[config.mk]
export PLATFORM = sky130hd
export DESIGN_NAME = uart_cmd_rx
export DESIGN_NICKNAME = d
export VERILOG_FILES = /design/src/rtl/uart_cmd_pkg.sv /design/src/rtl/uart_rx.sv /design/src/rtl/uart_cmd_rx.sv
export SDC_FILE = /design/constraint.sdc
export NUM_CORES = 1
export LEC_CHECK = 0
export ABC_AREA = 1
export CAP_MARGIN = 15
export CORE_ASPECT_RATIO = 1.4
export CORE_MARGIN = 4
export CORE_UTILIZATION = 48
export DETAILED_ROUTE_END_ITERATION = 12
export PLACE_DENSITY = 0.67
export SKIP_LAST_GASP = 1
export SYNTH_ARGS = -nofsm -noshare
export SYNTH_HDL_FRONTEND = slang
export SYNTH_SLANG_ARGS = --single-unit
[constraint.sdc]
create_clock -name clk -period 8.3 [get_ports clk]
set_input_delay 2.49 -clock clk [delete_from_list [all_inputs] [get_ports clk]]
set_output_delay 2.49 -clock clk [all_outputs]
set_load 0.03 [all_outputs]
[src/rtl/uart_cmd_pkg.sv]
// Shared definitions for the UART command receiver.
// Holds the ASCII byte constants the parser reacts to, the magnitude saturation
// limit, the FSM state types for the RX front end and the line parser, and small
// helpers for digit classification and saturating decimal accumulation.
package uart_cmd_pkg;

    localparam logic [7:0] SP    = 8'h20;
    localparam logic [7:0] CR    = 8'h0D;
    localparam logic [7:0] LF    = 8'h0A;
    localparam logic [7:0] MINUS = 8'h2D;
    localparam logic [7:0] ZERO  = 8'h30;
    localparam logic [7:0] NINE  = 8'h39;

    // Magnitude ceiling: large enough to represent -32768 exactly.
    localparam logic [16:0] MAG_SAT = 17'd32768;

    typedef enum logic [1:0] {
        RxIdle,
        RxStart,
        RxData,
        RxStop
    } rx_state_e;

    typedef enum logic [1:0] {
        PsSep,
        PsSign,
        PsDigit,
        PsDiscard
    } ps_state_e;

    function automatic logic is_digit(input logic [7:0] b);
        return (b >= ZERO) && (b <= NINE);
    endfunction

    // mag*10 + digit built from shifts, clamped to MAG_SAT. Inputs never exceed
    // MAG_SAT, so 20 bits cannot overflow.
    function automatic logic [16:0] mag_step(input logic [16:0] mag, input logic [3:0] digit);
        logic [19:0] wide;
        wide = ({3'b000, mag} << 3) + ({3'b000, mag} << 1) + {16'd0, digit};
        if (wide > {3'b000, MAG_SAT}) begin
            return MAG_SAT;
        end
        return wide[16:0];
    endfunction

endpackage

[src/rtl/uart_rx.sv]
// UART receiver front end: 8 data bits, no parity, 1 stop bit.
// Ports:
//   clk_i         system clock
//   rst_i         synchronous active-high reset
//   rx_i          asynchronous serial line, idle high
//   byte_valid_o  one-cycle strobe, byte_o holds a correctly framed byte
//   byte_o        received data byte
//   frame_err_o   one-cycle strobe, stop bit sampled low (byte discarded)
module uart_rx
    import uart_cmd_pkg::*;
#(
    parameter int unsigned CLK_DIV = 217
) (
    input  logic       clk_i,
    input  logic       rst_i,
    input  logic       rx_i,
    output logic       byte_valid_o,
    output logic [7:0] byte_o,
    output logic       frame_err_o
);

    localparam int unsigned CntW = $clog2(CLK_DIV);
    localparam logic [CntW-1:0] HalfLast = CntW'(CLK_DIV / 2 - 1);
    localparam logic [CntW-1:0] BitLast  = CntW'(CLK_DIV - 1);

    rx_state_e state_q, state_d;

    logic            rx_meta_q, rx_sync_q;
    logic [CntW-1:0] cnt_q, cnt_d;
    logic [2:0]      bit_idx_q, bit_idx_d;
    logic [7:0]      shift_q, shift_d;

    logic half_tick;
    logic bit_tick;

    assign half_tick = (cnt_q == HalfLast);
    assign bit_tick  = (cnt_q == BitLast);

    // Synchronizer resets to the idle level so reset never looks like a start bit.
    always_ff @(posedge clk_i) begin
        if (rst_i) begin
            rx_meta_q <= 1'b1;
            rx_sync_q <= 1'b1;
        end else begin
            rx_meta_q <= rx_i;
            rx_sync_q <= rx_meta_q;
        end
    end

    // State register
    always_ff @(posedge clk_i) begin
        if (rst_i) begin
            state_q <= RxIdle;
        end else begin
            state_q <= state_d;
        end
    end

    // Next-state logic
    always_comb begin
        state_d = state_q;
        unique case (state_q)
            RxIdle: begin
                if (!rx_sync_q) begin
                    state_d = RxStart;
                end
            end
            RxStart: begin
                // Mid-start-bit resample filters out short glitches.
                if (half_tick) begin
                    state_d = rx_sync_q ? RxIdle : RxData;
                end
            end
            RxData: begin
                if (bit_tick && (bit_idx_q == 3'd7)) begin
                    state_d = RxStop;
                end
            end
            RxStop: begin
                if (bit_tick) begin
                    state_d = RxIdle;
                end
            end
            default: state_d = RxIdle;
        endcase
    end

    // Bit timing and shift register
    always_comb begin
        cnt_d     = cnt_q + CntW'(1);
        bit_idx_d = bit_idx_q;
        shift_d   = shift_q;
        unique case (state_q)
            RxIdle: begin
                cnt_d = '0;
            end
            RxStart: begin
                if (half_tick) begin
                    cnt_d     = '0;
                    bit_idx_d = 3'd0;
                end
            end
            RxData: begin
                if (bit_tick) begin
                    cnt_d     = '0;
                    bit_idx_d = bit_idx_q + 3'd1;
                    shift_d   = {rx_sync_q, shift_q[7:1]};
                end
            end
            RxStop: begin
                if (bit_tick) begin
                    cnt_d = '0;
                end
            end
            default: cnt_d = '0;
        endcase
    end

    always_ff @(posedge clk_i) begin
        if (rst_i) begin
            cnt_q     <= '0;
            bit_idx_q <= 3'd0;
            shift_q   <= 8'd0;
        end else begin
            cnt_q     <= cnt_d;
            bit_idx_q <= bit_idx_d;
            shift_q   <= shift_d;
        end
    end

    // Outputs
    always_comb begin
        byte_valid_o = (state_q == RxStop) && bit_tick && rx_sync_q;
        frame_err_o  = (state_q == RxStop) && bit_tick && !rx_sync_q;
        byte_o       = shift_q;
    end

endmodule

[src/rtl/uart_cmd_rx.sv]
// UART command line receiver. Parses text lines of up to four signed decimal
// integers separated by spaces (CR tolerated) and terminated by LF, and commits
// all fields of a line atomically.
// Ports:
//   clk             system clock
//   rst             synchronous active-high reset
//   i_uart_rx       asynchronous serial input, idle high
//   o_en            one-cycle strobe: a line was committed
//   o_mask          bit k = field k present in the committed line (valid with o_en)
//   o_val0..o_val3  signed 16-bit field values, held until overwritten
//   o_err           one-cycle strobe: line rejected or stop-bit framing error
module uart_cmd_rx
    import uart_cmd_pkg::*;
#(
    parameter int unsigned CLK_DIV = 217
) (
    input  logic               clk,
    input  logic               rst,
    input  logic               i_uart_rx,
    output logic               o_en,
    output logic [3:0]         o_mask,
    output logic signed [15:0] o_val0,
    output logic signed [15:0] o_val1,
    output logic signed [15:0] o_val2,
    output logic signed [15:0] o_val3,
    output logic               o_err
);

    logic       byte_valid;
    logic [7:0] rx_byte;
    logic       frame_err;

    uart_rx #(
        .CLK_DIV (CLK_DIV)
    ) u_uart_rx (
        .clk_i        (clk),
        .rst_i        (rst),
        .rx_i         (i_uart_rx),
        .byte_valid_o (byte_valid),
        .byte_o       (rx_byte),
        .frame_err_o  (frame_err)
    );

    ps_state_e ps_q, ps_d;

    logic        neg_q, neg_d;
    logic [16:0] mag_q, mag_d;
    logic [2:0]  fcnt_q, fcnt_d;
    logic [3:0]  mask_q, mask_d;
    logic [15:0] shadow_q [4];
    logic [15:0] shadow_d [4];
    logic        en_q, en_d;
    logic [3:0]  omask_q, omask_d;
    logic [15:0] val_q [4];
    logic [15:0] val_d [4];
    logic        err_q, err_d;

    // Byte classification
    logic       is_dig, is_ws, is_lf, is_minus;
    logic [3:0] digit;

    assign is_dig   = is_digit(rx_byte);
    assign is_ws    = (rx_byte == SP) || (rx_byte == CR);
    assign is_lf    = (rx_byte == LF);
    assign is_minus = (rx_byte == MINUS);
    assign digit    = rx_byte[3:0];

    // Parser events for the current byte strobe
    logic ev_start_neg, ev_first_digit, ev_accum, ev_commit, ev_eol, ev_drop, err_raw;
    logic overflow, parse_err;

    always_comb begin
        ev_start_neg   = 1'b0;
        ev_first_digit = 1'b0;
        ev_accum       = 1'b0;
        ev_commit      = 1'b0;
        ev_eol         = 1'b0;
        ev_drop        = 1'b0;
        err_raw        = 1'b0;
        if (byte_valid) begin
            unique case (ps_q)
                PsSep: begin
                    if (is_dig) begin
                        ev_first_digit = 1'b1;
                    end else if (is_minus) begin
                        ev_start_neg = 1'b1;
                    end else if (is_lf) begin
                        ev_eol = 1'b1;
                    end else if (!is_ws) begin
                        err_raw = 1'b1;
                    end
                end
                PsSign: begin
                    if (is_dig) begin
                        ev_first_digit = 1'b1;
                    end else begin
                        err_raw = 1'b1;
                    end
                end
                PsDigit: begin
                    if (is_dig) begin
                        ev_accum = 1'b1;
                    end else if (is_ws) begin
                        ev_commit = 1'b1;
                    end else if (is_lf) begin
                        ev_commit = 1'b1;
                        ev_eol    = 1'b1;
                    end else begin
                        err_raw = 1'b1;
                    end
                end
                PsDiscard: begin
                    ev_drop = is_lf;
                end
                default: err_raw = 1'b1;
            endcase
        end
    end

    // A fifth field has nowhere to go.
    assign overflow  = ev_commit && (fcnt_q == 3'd4);
    assign parse_err = err_raw || overflow;

    // Parser state register
    always_ff @(posedge clk) begin
        if (rst) begin
            ps_q <= PsSep;
        end else begin
            ps_q <= ps_d;
        end
    end

    // Parser next-state logic
    always_comb begin
        ps_d = ps_q;
        if (parse_err) begin
            // An LF that is itself the offending byte already ends the line.
            ps_d = is_lf ? PsSep : PsDiscard;
        end else if (ev_eol || ev_drop || ev_commit) begin
            ps_d = PsSep;
        end else if (ev_start_neg) begin
            ps_d = PsSign;
        end else if (ev_first_digit || ev_accum) begin
            ps_d = PsDigit;
        end
    end

    // Field value as committed: negative side reaches -32768, positive clamps at 32767.
    logic [15:0] commit_val;
    logic [16:0] mag_neg;

    assign mag_neg    = 17'd0 - mag_q;
    assign commit_val = neg_q ? mag_neg[15:0]
                              : ((mag_q > 17'd32767) ? 16'h7fff : mag_q[15:0]);

    // Parser datapath and registered outputs
    always_comb begin
        neg_d    = neg_q;
        mag_d    = mag_q;
        fcnt_d   = fcnt_q;
        mask_d   = mask_q;
        shadow_d = shadow_q;
        en_d     = 1'b0;
        omask_d  = omask_q;
        val_d    = val_q;
        err_d    = frame_err;

        if (parse_err) begin
            err_d  = 1'b1;
            neg_d  = 1'b0;
            mag_d  = 17'd0;
            fcnt_d = 3'd0;
            mask_d = 4'd0;
        end else begin
            if (ev_start_neg) begin
                neg_d = 1'b1;
            end
            if (ev_first_digit) begin
                mag_d = {13'd0, digit};
            end
            if (ev_accum) begin
                mag_d = mag_step(mag_q, digit);
            end
            if (ev_commit) begin
                shadow_d[fcnt_q[1:0]] = commit_val;
                mask_d[fcnt_q[1:0]]   = 1'b1;
                fcnt_d                = fcnt_q + 3'd1;
                neg_d                 = 1'b0;
                mag_d                 = 17'd0;
            end
            if (ev_eol) begin
                // Empty lines leave the outputs untouched and raise no strobe.
                if (mask_d != 4'd0) begin
                    en_d    = 1'b1;
                    omask_d = mask_d;
                    for (int k = 0; k < 4; k++) begin
                        if (mask_d[k]) begin
                            val_d[k] = shadow_d[k];
                        end
                    end
                end
                fcnt_d = 3'd0;
                mask_d = 4'd0;
                neg_d  = 1'b0;
                mag_d  = 17'd0;
            end
            if (ev_drop) begin
                fcnt_d = 3'd0;
                mask_d = 4'd0;
                neg_d  = 1'b0;
                mag_d  = 17'd0;
            end
        end
    end

    always_ff @(posedge clk) begin
        if (rst) begin
            neg_q   <= 1'b0;
            mag_q   <= 17'd0;
            fcnt_q  <= 3'd0;
            mask_q  <= 4'd0;
            en_q    <= 1'b0;
            omask_q <= 4'd0;
            err_q   <= 1'b0;
            for (int k = 0; k < 4; k++) begin
                shadow_q[k] <= 16'd0;
                val_q[k]    <= 16'd0;
            end
        end else begin
            neg_q    <= neg_d;
            mag_q    <= mag_d;
            fcnt_q   <= fcnt_d;
            mask_q   <= mask_d;
            en_q     <= en_d;
            omask_q  <= omask_d;
            err_q    <= err_d;
            shadow_q <= shadow_d;
            val_q    <= val_d;
        end
    end

    assign o_en   = en_q;
    assign o_mask = omask_q;
    assign o_err  = err_q;
    assign o_val0 = val_q[0];
    assign o_val1 = val_q[1];
    assign o_val2 = val_q[2];
    assign o_val3 = val_q[3];

endmodule

==> flow_summary_export.csv, run 1 <==
group,metric,value,unit
clocking,numCtsBuffers,17,
min_path,hp-class,"reg2reg",
worst_setup_path,cp.required,8.66,ns
yosys,synth.largest_area_cell,"dfxtp_1",
yosys,synth_area_leaders,"dfxtp_1 (38%), nand2_1 (13%), nor2_1 (10%)",
sta,slew_viol_final,0,
run_status,status,"finished, final reports clean",
drt,wl_per_cell,13.8,um
finish,drive_gt1_share,5.07,%
worst_setup_path,r2r_end,"mag_q[8]",
floorplanning,dieArea,0.0227,mm2
clocking,path_clk_slew,0.08,ns
drt,dr.first_iter.drc_count,490,
clocking,holdBufCountCts,0,
place,dp_cells,1719,
finish,layout.nets,1534,
sta,final.setup.tns,0,ns
finish,antenna_cells,0,
clocking,cts_sinks,184,
yosys,ys_ff_latch,184,
worst_setup_path,path_class,"in2reg",
global_routing,first_global_vias,8567,
drt,vias_per_cell,5.14,
clocking,root_buffer,"clkbuf_16",
clocking,cts_setup_buffers,0,
clocking,cts.htree.levels,4,
yosys,syn-cell-area,0.00976,mm2
drt,drt_pass1_iterations,5,
sta,skew,0.0125,ns
worst_setup_path,r2r-start,"mag_q[0]",
global_routing,grt.total_usage,21.9,%
floorplanning,die_h,177,um
drt,wl_met1,10500,um
drt,postRouteAntennaNets,0,
global_routing,grt_max_degree,102,
place,gp_congestion,0.885,
sta,worst_pin_slew,0.910,ns
sta,period_minus_slack,4.49,ns
global_routing,antenna_found_initial,0,
floorplanning,io_pins,73,
pwr,total_power,1.72,mW
sta,clock.fmax,223,MHz
pwr,peakVddDrop,0.000133,V
worst_setup_path,cp.arrival,4.84,ns
sta,finalCritPeriodShare,54.1,%
floorplanning,initial_utilization,49.0,%
yosys,ys_warn_count,0,
yosys,synth.distinct_cells,43,
yosys,synth_seq_area_share,37.7,%
sta,slew_headroom,39.4,%
flow_run,drv_cap,0,
pwr,p_per_area,155,mW/mm2
sta,setup-violations-final,0,
finish,syn_to_final_growth,13.6,%
finish,fin_cells,1751,
drt,route.top_layer_used,"met4",
drt,vias,8996,
clocking,cts.repair.resized,0,
sta,whs,0.421,ns
yosys,syn_nets,1496,
floorplanning,fp.coreArea,0.0199,mm2
worst_setup_path,path_max_fanout,101,
floorplanning,rows,61,
yosys,netlist_instances,1448,
place,hpwl,17400,um
clocking,cts_tree,"done",
pwr,total_leakage_power,5.17,nW
sta,rsz0062_at_grt,"no",
drt,met3WireLength,723,um
clocking,clk_latency,0.44,ns
drt,drt-total-wl,24100,um
global_routing,grt_pass1_wl,40600,um
worst_setup_path,regToRegSetupSlack,4.91,ns
worst_setup_path,crit_end,"shadow_q[54]",
drt,met2_length,12400,um
worst_setup_path,cp-start-kind,"input pin",
worst_setup_path,reg2regPathDepth,17,
worst_setup_path,end_kind,"register",
sta,finalHoldViolations,0,
clocking,clockBufferDepth,2,
yosys,avgSynthCellArea,6.74,um2
worst_setup_path,worstSetupStartpoint,"rst",
floorplanning,die_w,129,um
global_routing,grt-ovfl-total,0,
place,portBuffers,72,
min_path,min_from,"u_uart_rx.rx_meta_q",
drt,drc,0,
yosys,yosysTopAreaCellShare,37.7,%
finish,fillers,2007,
[worst min-delay path by stage]
stage                               end  depth (start not counted)
floorplan           u_uart_rx.rx_sync_q                          1
global placement    u_uart_rx.rx_sync_q                          1
detailed placement  u_uart_rx.rx_sync_q                          1
CTS                 u_uart_rx.rx_sync_q                          1
global route        u_uart_rx.rx_sync_q                          1
finish              u_uart_rx.rx_sync_q                          1
[state kept, by name (all words and copies together), names as in the netlist, named ones only]
signal / flops
ps_q: 2
o_val0: 16
fcnt_q: 3
o_mask: 4
u_uart_rx.state_q: 1
o_err: 1
mag_q: 17
u_uart_rx.rx_meta_q: 1
u_uart_rx.rx_sync_q: 1
o_en: 1
mask_q: 4
o_val1: 16
neg_q: 1
u_uart_rx.byte_o: 8
u_uart_rx.bit_idx_q: 3
o_val3: 16
shadow_q: 64
u_uart_rx.cnt_q: 8
o_val2: 16
[power by group]
group	internal [mW]	switching [mW]	leakage, nW
Sequential	0.884	0.00150	1.48
Combinational	0.00978	0.0259	3.41
Clock	0.404	0.397	0.283
[metal layers]
| layer | vias to the layer above | track usage [%] |
|---|---|---|
| li1 | 4716 | - |
| met1 | 4082 | 25.7 |
| met2 | 163 | 40.0 |
| met3 | 35 | 3.32 |
| met4 | 0 | 7.66 |
| met5 | - | 0 |
[worst max-delay path, cell delays in order]
cell	delay (ns)
clkdlybuf4s50_1	0.66
clkinv_2	0.49
buf_4	0.74
o21ai_0	0.21
a21oi_1	0.19
[cell families after synthesis]
| kind of cell | synth area share [%] |
|---|---|
| adder cells (fa/ha/maj) | 5.92 |
| flip-flops | 37.7 |
| multiplexers | 0.820 |
| XOR/XNOR | 1.17 |
| AND/OR/NAND/NOR | 32.6 |
| AO/OA/AOI/OAI | 13.2 |
| buffers and inverters | 8.60 |
[final cells by class]
cell class              count  area (um2)  area share, %
clock buffers              18         429           3.87
clock inverters            14         153           1.38
inverters                 141         531           4.79
multi-input cells        1068        5240           47.3
flip-flops and latches    184        3680           33.2
well taps                 252         315           2.84
repair buffers             74         736           6.64
[layout by cell type, fill, tap and decap left out, types with 7 or more instances in the layout]
cell type and count:
a21oi_1 67, a31oi_1 8, clkbuf_16 17, clkdlybuf4s50_1 72
dfxtp_1 184, ha_1 43, inv_1 132, inv_2 8
mux2i_1 8, nand2_1 345, nand3_1 65, nand4_1 15
nor2_1 273, nor2_2 7, nor3_1 10, o21ai_0 152
o21ai_1 15, or2_2 9, xor2_1 10
[cells in the mapped netlist, drive strengths merged]
| cell type | count |
|---|---|
| a211oi | 1 |
| a21oi | 67 |
| a31oi | 8 |
| and2 | 1 |
| and3 | 3 |
| buf | 27 |
| clkbuf | 28 |
| clkinv | 1 |
| dfxtp | 184 |
| fa | 2 |
| ha | 43 |
| inv | 140 |
| mux2i | 8 |
| nand2 | 353 |
| nand3 | 68 |
| nand3b | 4 |
| nand4 | 17 |
| nor2 | 282 |
| nor3 | 12 |
| nor4 | 3 |
| o211a | 1 |
| o211ai | 2 |
| o21a | 1 |
| o21ai | 167 |
| o31ai | 3 |
| or2 | 9 |
| xnor2 | 3 |
| xor2 | 10 |
[stage by stage]
step | worst slack (ns) | instance area, um2 | utilization (%)
final | 3.81 | 11100 | 55.6
after floorplan | 4.67 | 9760 | -
after detailed placement | 3.34 | 10500 | 52.7
after global routing | 3.55 | 11100 | 55.6
after CTS | 3.83 | 11100 | 55.6
after global placement | 3.37 | 10500 | 52.7
(Power assumes the default switching activity.)
==> run 2: changes to the inputs <==
==> constraint.sdc (replaced) <==
create_clock -name clk -period 4.4 [get_ports clk]
set_input_delay 1.32 -clock clk [delete_from_list [all_inputs] [get_ports clk]]
set_output_delay 1.32 -clock clk [all_outputs]
set_load 0.03 [all_outputs]
==> run 2 against run 1 <==
Critical path depth up 12. Core utilization rose by 0.21 points. Count of clock-buffer cells in the layout unchanged. Final cell count is 0.23% higher. Clock skew hardly changed. Non-clock buffer count up 4. Global-route usage is 0.10 points lower. Clock power rose by 85%. Largest power group unchanged.
==> flow_summary_export.csv, run 2 (synthesized netlist as in run 1, its figures left out) <==
group,metric,value,unit
finish,reg_top3,"shadow_q x64, mag_q x17",
finish,layout_common_cells,"nand2_1 (345), nor2_1 (273), dfxtp_1 (184)",
finish,final_util,55.9,%
floorplanning,rows,61,
worst_setup_path,cp_common_cell,"nand2_1",
finish,top_register,"shadow_q",
sta,slew_viol_final,0,
worst_setup_path,regToRegSetupSlack,1.24,ns
worst_setup_path,cp-start-kind,"register",
global_routing,grt_pass1_wl,40400,um
floorplanning,initial_utilization,49.0,%
sta,whs,0.421,ns
clocking,cts_setup_buffers,0,
flow_run,drv_cap,0,
clocking,numCtsBuffers,17,
global_routing,grt-ovfl-total,0,
drt,vias,9129,
sta,final.setup.tns,0,ns
sta,skew,0.0127,ns
finish,largest_register_ffs,64,
pwr,total_power,3.22,mW
global_routing,first_global_vias,8318,
worst_setup_path,cp.required,4.76,ns
clocking,cts_tree,"done",
finish,fillers,1993,
floorplanning,dieArea,0.0227,mm2
clocking,holdBufCountCts,0,
global_routing,grt.total_usage,21.8,%
place,postPlaceCellArea,0.0106,mm2
drt,dr.first_iter.drc_count,602,
finish,fin_cells,1755,
drt,drt_pass1_iterations,5,
clocking,cts.repair.resized,0,
clocking,clk_latency,0.44,ns
worst_setup_path,crit_chain,"fa_1 -> fa_1 -> nand3_1 -> nand2_1 -> nand2_1 -> nand2_1 -> nand2_1 -> nand2_1 -> nand2_1 -> nand2_1 -> inv_1 -> nand2_1 -> nor2_1 -> nand2_1 -> nor2_2 -> nand2_1 -> a21oi_1",
floorplanning,die_w,129,um
sta,clock.fmax,316,MHz
worst_setup_path,worst-path-buf-inv,1,
clocking,cts.htree.levels,4,
worst_setup_path,critPathSlowestCell,"fa_1",
worst_setup_path,end_kind,"register",
place,dp_cells,1723,
min_path,hp-class,"reg2reg",
clocking,cts_sinks,184,
sta,slew_headroom,47.4,%
finish,antenna_cells,0,
place,hpwl,17500,um
drt,wl_per_cell,13.9,um
clocking,root_buffer,"clkbuf_16",
global_routing,grt_max_degree,132,
floorplanning,fp.coreArea,0.0199,mm2
place,pre_cts_ws,1.29,ns
global_routing,antenna_found_initial,0,
sta,setup_slack,1.24,ns
run_status,status,"finished, final reports clean",
pwr,peakVddDrop,0.000257,V
sta,finalHoldViolations,0,
place,gp_congestion,0.954,
worst_setup_path,slowest_delay,0.52,ns
finish,syn_to_final_growth,14.0,%
finish,layout_commonest_cell,"nand2_1",
pwr,p_per_area,289,mW/mm2
finish,drive_gt1_share,5.39,%
sta,setup-violations-final,0,
sta,rsz0062_at_grt,"no",
worst_setup_path,path_max_fanout,9,
sta,worst_pin_slew,0.786,ns
pwr,total_leakage_power,5.20,nW
worst_setup_path,critPathTopFamily,"simple AND/OR/NAND/NOR gates",
place,portBuffers,72,
finish,layout.nets,1538,
clocking,path_clk_slew,0.08,ns
sta,period_minus_slack,3.16,ns
worst_setup_path,cp.arrival,3.52,ns
drt,drc,0,
floorplanning,die_h,177,um
drt,vias_per_cell,5.20,
worst_setup_path,path_class,"reg2reg",
drt,postRouteAntennaNets,0,
sta,finalCritPeriodShare,71.8,%
finish,fin_area,0.0111,mm2
floorplanning,io_pins,73,
drt,drt-total-wl,24400,um
clocking,clockBufferDepth,2,
[run 2: area by class of cell]
type                       count  area, um2  share of cell area (%)
clock inverter                14        130                    1.17
timing repair buffer          78        791                    7.11
tap                          252        315                    2.83
sequential                   184       3680                    33.1
clock buffer                  18        439                    3.95
multi-input combinational   1068       5240                    47.1
inverter                     141        531                    4.77
[run 2: where the power goes]
part	switching [mW]	leakage, nW	total [mW]	internal, mW
Sequential	0.00289	1.48	1.67	1.67
Clock	0.718	0.278	1.48	0.764
Combinational	0.0488	3.44	0.0687	0.0200
[run 2: metal layers]
| metal | wire [um] | up-vias | GRT usage (%) | share of wire (%) |
|---|---|---|---|---|
| li1 | - | 4727 | - | - |
| met1 | 10700 | 4202 | 27.0 | 44 |
| met2 | 12300 | 159 | 38.4 | 50 |
| met3 | 717 | 41 | 3.05 | 2.9 |
| met4 | 616 | 0 | 7.57 | 2.5 |
| met5 | 0 | - | 0 | 0 |
[run 2: worst reg2reg max path: cells and delay by family, from the launching register on]
kind / cells / cell delay (ns)
and+or+nand+nor: 13 / 1.42
adders and majority gates: 2 / 1.04
DFF: 1 / 0.48
AOI/OAI and AO/OA: 1 / 0.12
buffers and inverters: 1 / 0.04
[run 2: path summary, 6_finish.rpt]
path / start / end / cells past startpoint
min: u_uart_rx.rx_meta_q / u_uart_rx.rx_sync_q / 1
max: mag_q[0] / mag_q[14] / 17
min reg2reg: u_uart_rx.rx_meta_q / u_uart_rx.rx_sync_q / 1
max reg2reg: mag_q[0] / mag_q[14] / 17
==> run 3: changes to the inputs <==
==> constraint.sdc (replaced) <==
create_clock -name clk -period 3.2 [get_ports clk]
set_input_delay 0.96 -clock clk [delete_from_list [all_inputs] [get_ports clk]]
set_output_delay 0.96 -clock clk [all_outputs]
set_load 0.03 [all_outputs]
==> run 3 against run 2 <==
Clock power rose by 44%. Hold slack got worse by 0.0076 ns. Combinational power rose by 39%. Cell area rose by 1.2%. Sequential share of layout area fell by 0.36 points. Largest power group unchanged. Final cell count rose by 0.68%. Count of clock-buffer cells in the layout did not move. Non-clock buffer count rose by 12. Sequential cell count did not move. Fmax rose by 8.6%. Critical path depth did not move. Die area did not move. Highest routed layer unchanged.
==> flow_summary_export.csv, run 3 (synthesized netlist as in run 1, its figures left out) <==
group,metric,value,unit
worst_setup_path,cp-start-kind,"register",
sta,finalCritPeriodShare,90.9,%
min_path,hp-class,"reg2reg",
sta,worst_pin_slew,0.903,ns
sta,slew_headroom,39.3,%
pwr,total_power,4.53,mW
worst_setup_path,worst-path-buf-inv,1,
sta,final.setup.tns,0,ns
drt,wl_per_cell,13.9,um
floorplanning,rows,61,
drt,vias,9106,
clocking,numCtsBuffers,17,
worst_setup_path,cp.required,3.56,ns
floorplanning,fp.coreArea,0.0199,mm2
worst_setup_path,end_kind,"register",
global_routing,grt-ovfl-total,0,
place,portBuffers,72,
global_routing,antenna_found_initial,0,
drt,drc,0,
clocking,root_buffer,"clkbuf_16",
worst_setup_path,path_class,"reg2reg",
worst_setup_path,cp_common_cell,"nand2_1",
drt,postRouteAntennaNets,0,
finish,reg_top3,"shadow_q x64, mag_q x17",
sta,setup-violations-final,0,
sta,rsz0062_at_grt,"no",
place,hpwl,17700,um
sta,setup_slack,0.290,ns
clocking,cts_sinks,184,
finish,antenna_cells,0,
clocking,clk_latency,0.44,ns
finish,largest_register_ffs,64,
finish,syn_to_final_growth,15.4,%
finish,layout_commonest_cell,"nand2_1",
finish,drive_gt1_share,6.47,%
floorplanning,dieArea,0.0227,mm2
pwr,peakVddDrop,0.000379,V
worst_setup_path,crit_chain,"fa_1 -> fa_1 -> nand3_1 -> nand2_1 -> nand2_1 -> nand2_1 -> nand2_1 -> nand2_1 -> nand2_1 -> nand2_1 -> inv_1 -> nand2_1 -> nor2_2 -> nand2_2 -> nor2_4 -> nand2_1 -> a21oi_1",
finish,multiInputGateArea,0.00526,mm2
clocking,cts_tree,"done",
clocking,path_clk_slew,0.07,ns
finish,fillers,1959,
drt,vias_per_cell,5.15,
place,gp_congestion,0.855,
sta,skew,0.0132,ns
drt,drt-total-wl,24500,um
clocking,clockBufferDepth,2,
worst_setup_path,critPathSlowestCell,"fa_1",
global_routing,first_global_vias,8551,
sta,clock.fmax,344,MHz
sta,period_minus_slack,2.91,ns
pwr,total_leakage_power,5.26,nW
clocking,cts_setup_buffers,0,
drt,drt_pass1_iterations,7,
worst_setup_path,critPathTopFamily,"simple AND/OR/NAND/NOR gates",
sta,slew_viol_final,0,
sta,whs,0.414,ns
finish,fin_area,0.0113,mm2
pwr,p_per_area,402,mW/mm2
floorplanning,die_h,177,um
sta,finalHoldViolations,0,
finish,seq_area,0.00369,mm2
finish,top_register,"shadow_q",
global_routing,grt.total_usage,22.1,%
worst_setup_path,cp.arrival,3.27,ns
worst_setup_path,slowest_delay,0.52,ns
place,postPlaceCellArea,0.0106,mm2
clocking,cts.htree.levels,4,
floorplanning,die_w,129,um
drt,dr.first_iter.drc_count,553,
run_status,status,"finished, final reports clean",
flow_run,drv_cap,0,
global_routing,grt_pass1_wl,40900,um
finish,layout_common_cells,"nand2_1 (344), nor2_1 (272), dfxtp_1 (180)",
worst_setup_path,path_max_fanout,7,
floorplanning,io_pins,73,
finish,layout.nets,1551,
global_routing,grt_max_degree,134,
place,pre_cts_ws,0.0919,ns
floorplanning,initial_utilization,49.0,%
## run 3: final timing paths
check                            from                  end  slack, ns  cells after the start
hold reg to reg   u_uart_rx.rx_meta_q  u_uart_rx.rx_sync_q       0.41                      1
setup reg to reg             mag_q[0]             mag_q[9]       0.29                     17
setup / recovery             mag_q[0]             mag_q[9]       0.29                     17
hold / removal    u_uart_rx.rx_meta_q  u_uart_rx.rx_sync_q       0.41                      1
## run 3: what timing repair did
action	CTS	global route
hold buffers	0	0
endpoints found under the setup margin	0	13
resized for setup	0	8
## run 3: where the power goes
part	switching (mW)	total, mW	internal [mW]
combinational	0.0682	0.0957	0.0275
sequential	0.00363	2.30	2.29
clock	0.960	2.13	1.17
total	1.03	4.53	3.49
## run 3: stage by stage
stage / std cells / utilization (%)
finish: 1767 / 56.6
floorplan: 1448 / -
global route: 1767 / 56.6
detailed placement: 1735 / 53.5
global placement: 1735 / 53.5
CTS: 1766 / 56.4
## run 3: metal layers
layer  global-route usage, %  share of wire [%]
met4                    8.67                3.0
met3                    3.65                3.3
met1                    26.2                 43
met5                       0                  0
met2                    39.5                 50
## run 3: final cells by class
class | count | share of cell area [%]
clock buffer | 18 | 3.81
clock inverter | 13 | 1.43
inverter | 141 | 4.71
multi-input combinational | 1069 | 46.7
sequential | 184 | 32.7
tap | 252 | 2.80
timing repair buffer | 90 | 7.82
## run 3: worst reg2reg max path: stages, from the launching register on
cell and delay (ns):
dfxtp_2 0.40, fa_1 0.48, fa_1 0.52, nand3_1 0.14, nand2_1 0.11, nand2_1 0.09
nand2_1 0.07, nand2_1 0.08, nand2_1 0.05, nand2_1 0.06, nand2_1 0.05, inv_1 0.04
nand2_1 0.06, nor2_2 0.17, nand2_2 0.13, nor2_4 0.18, nand2_1 0.07, a21oi_1 0.12
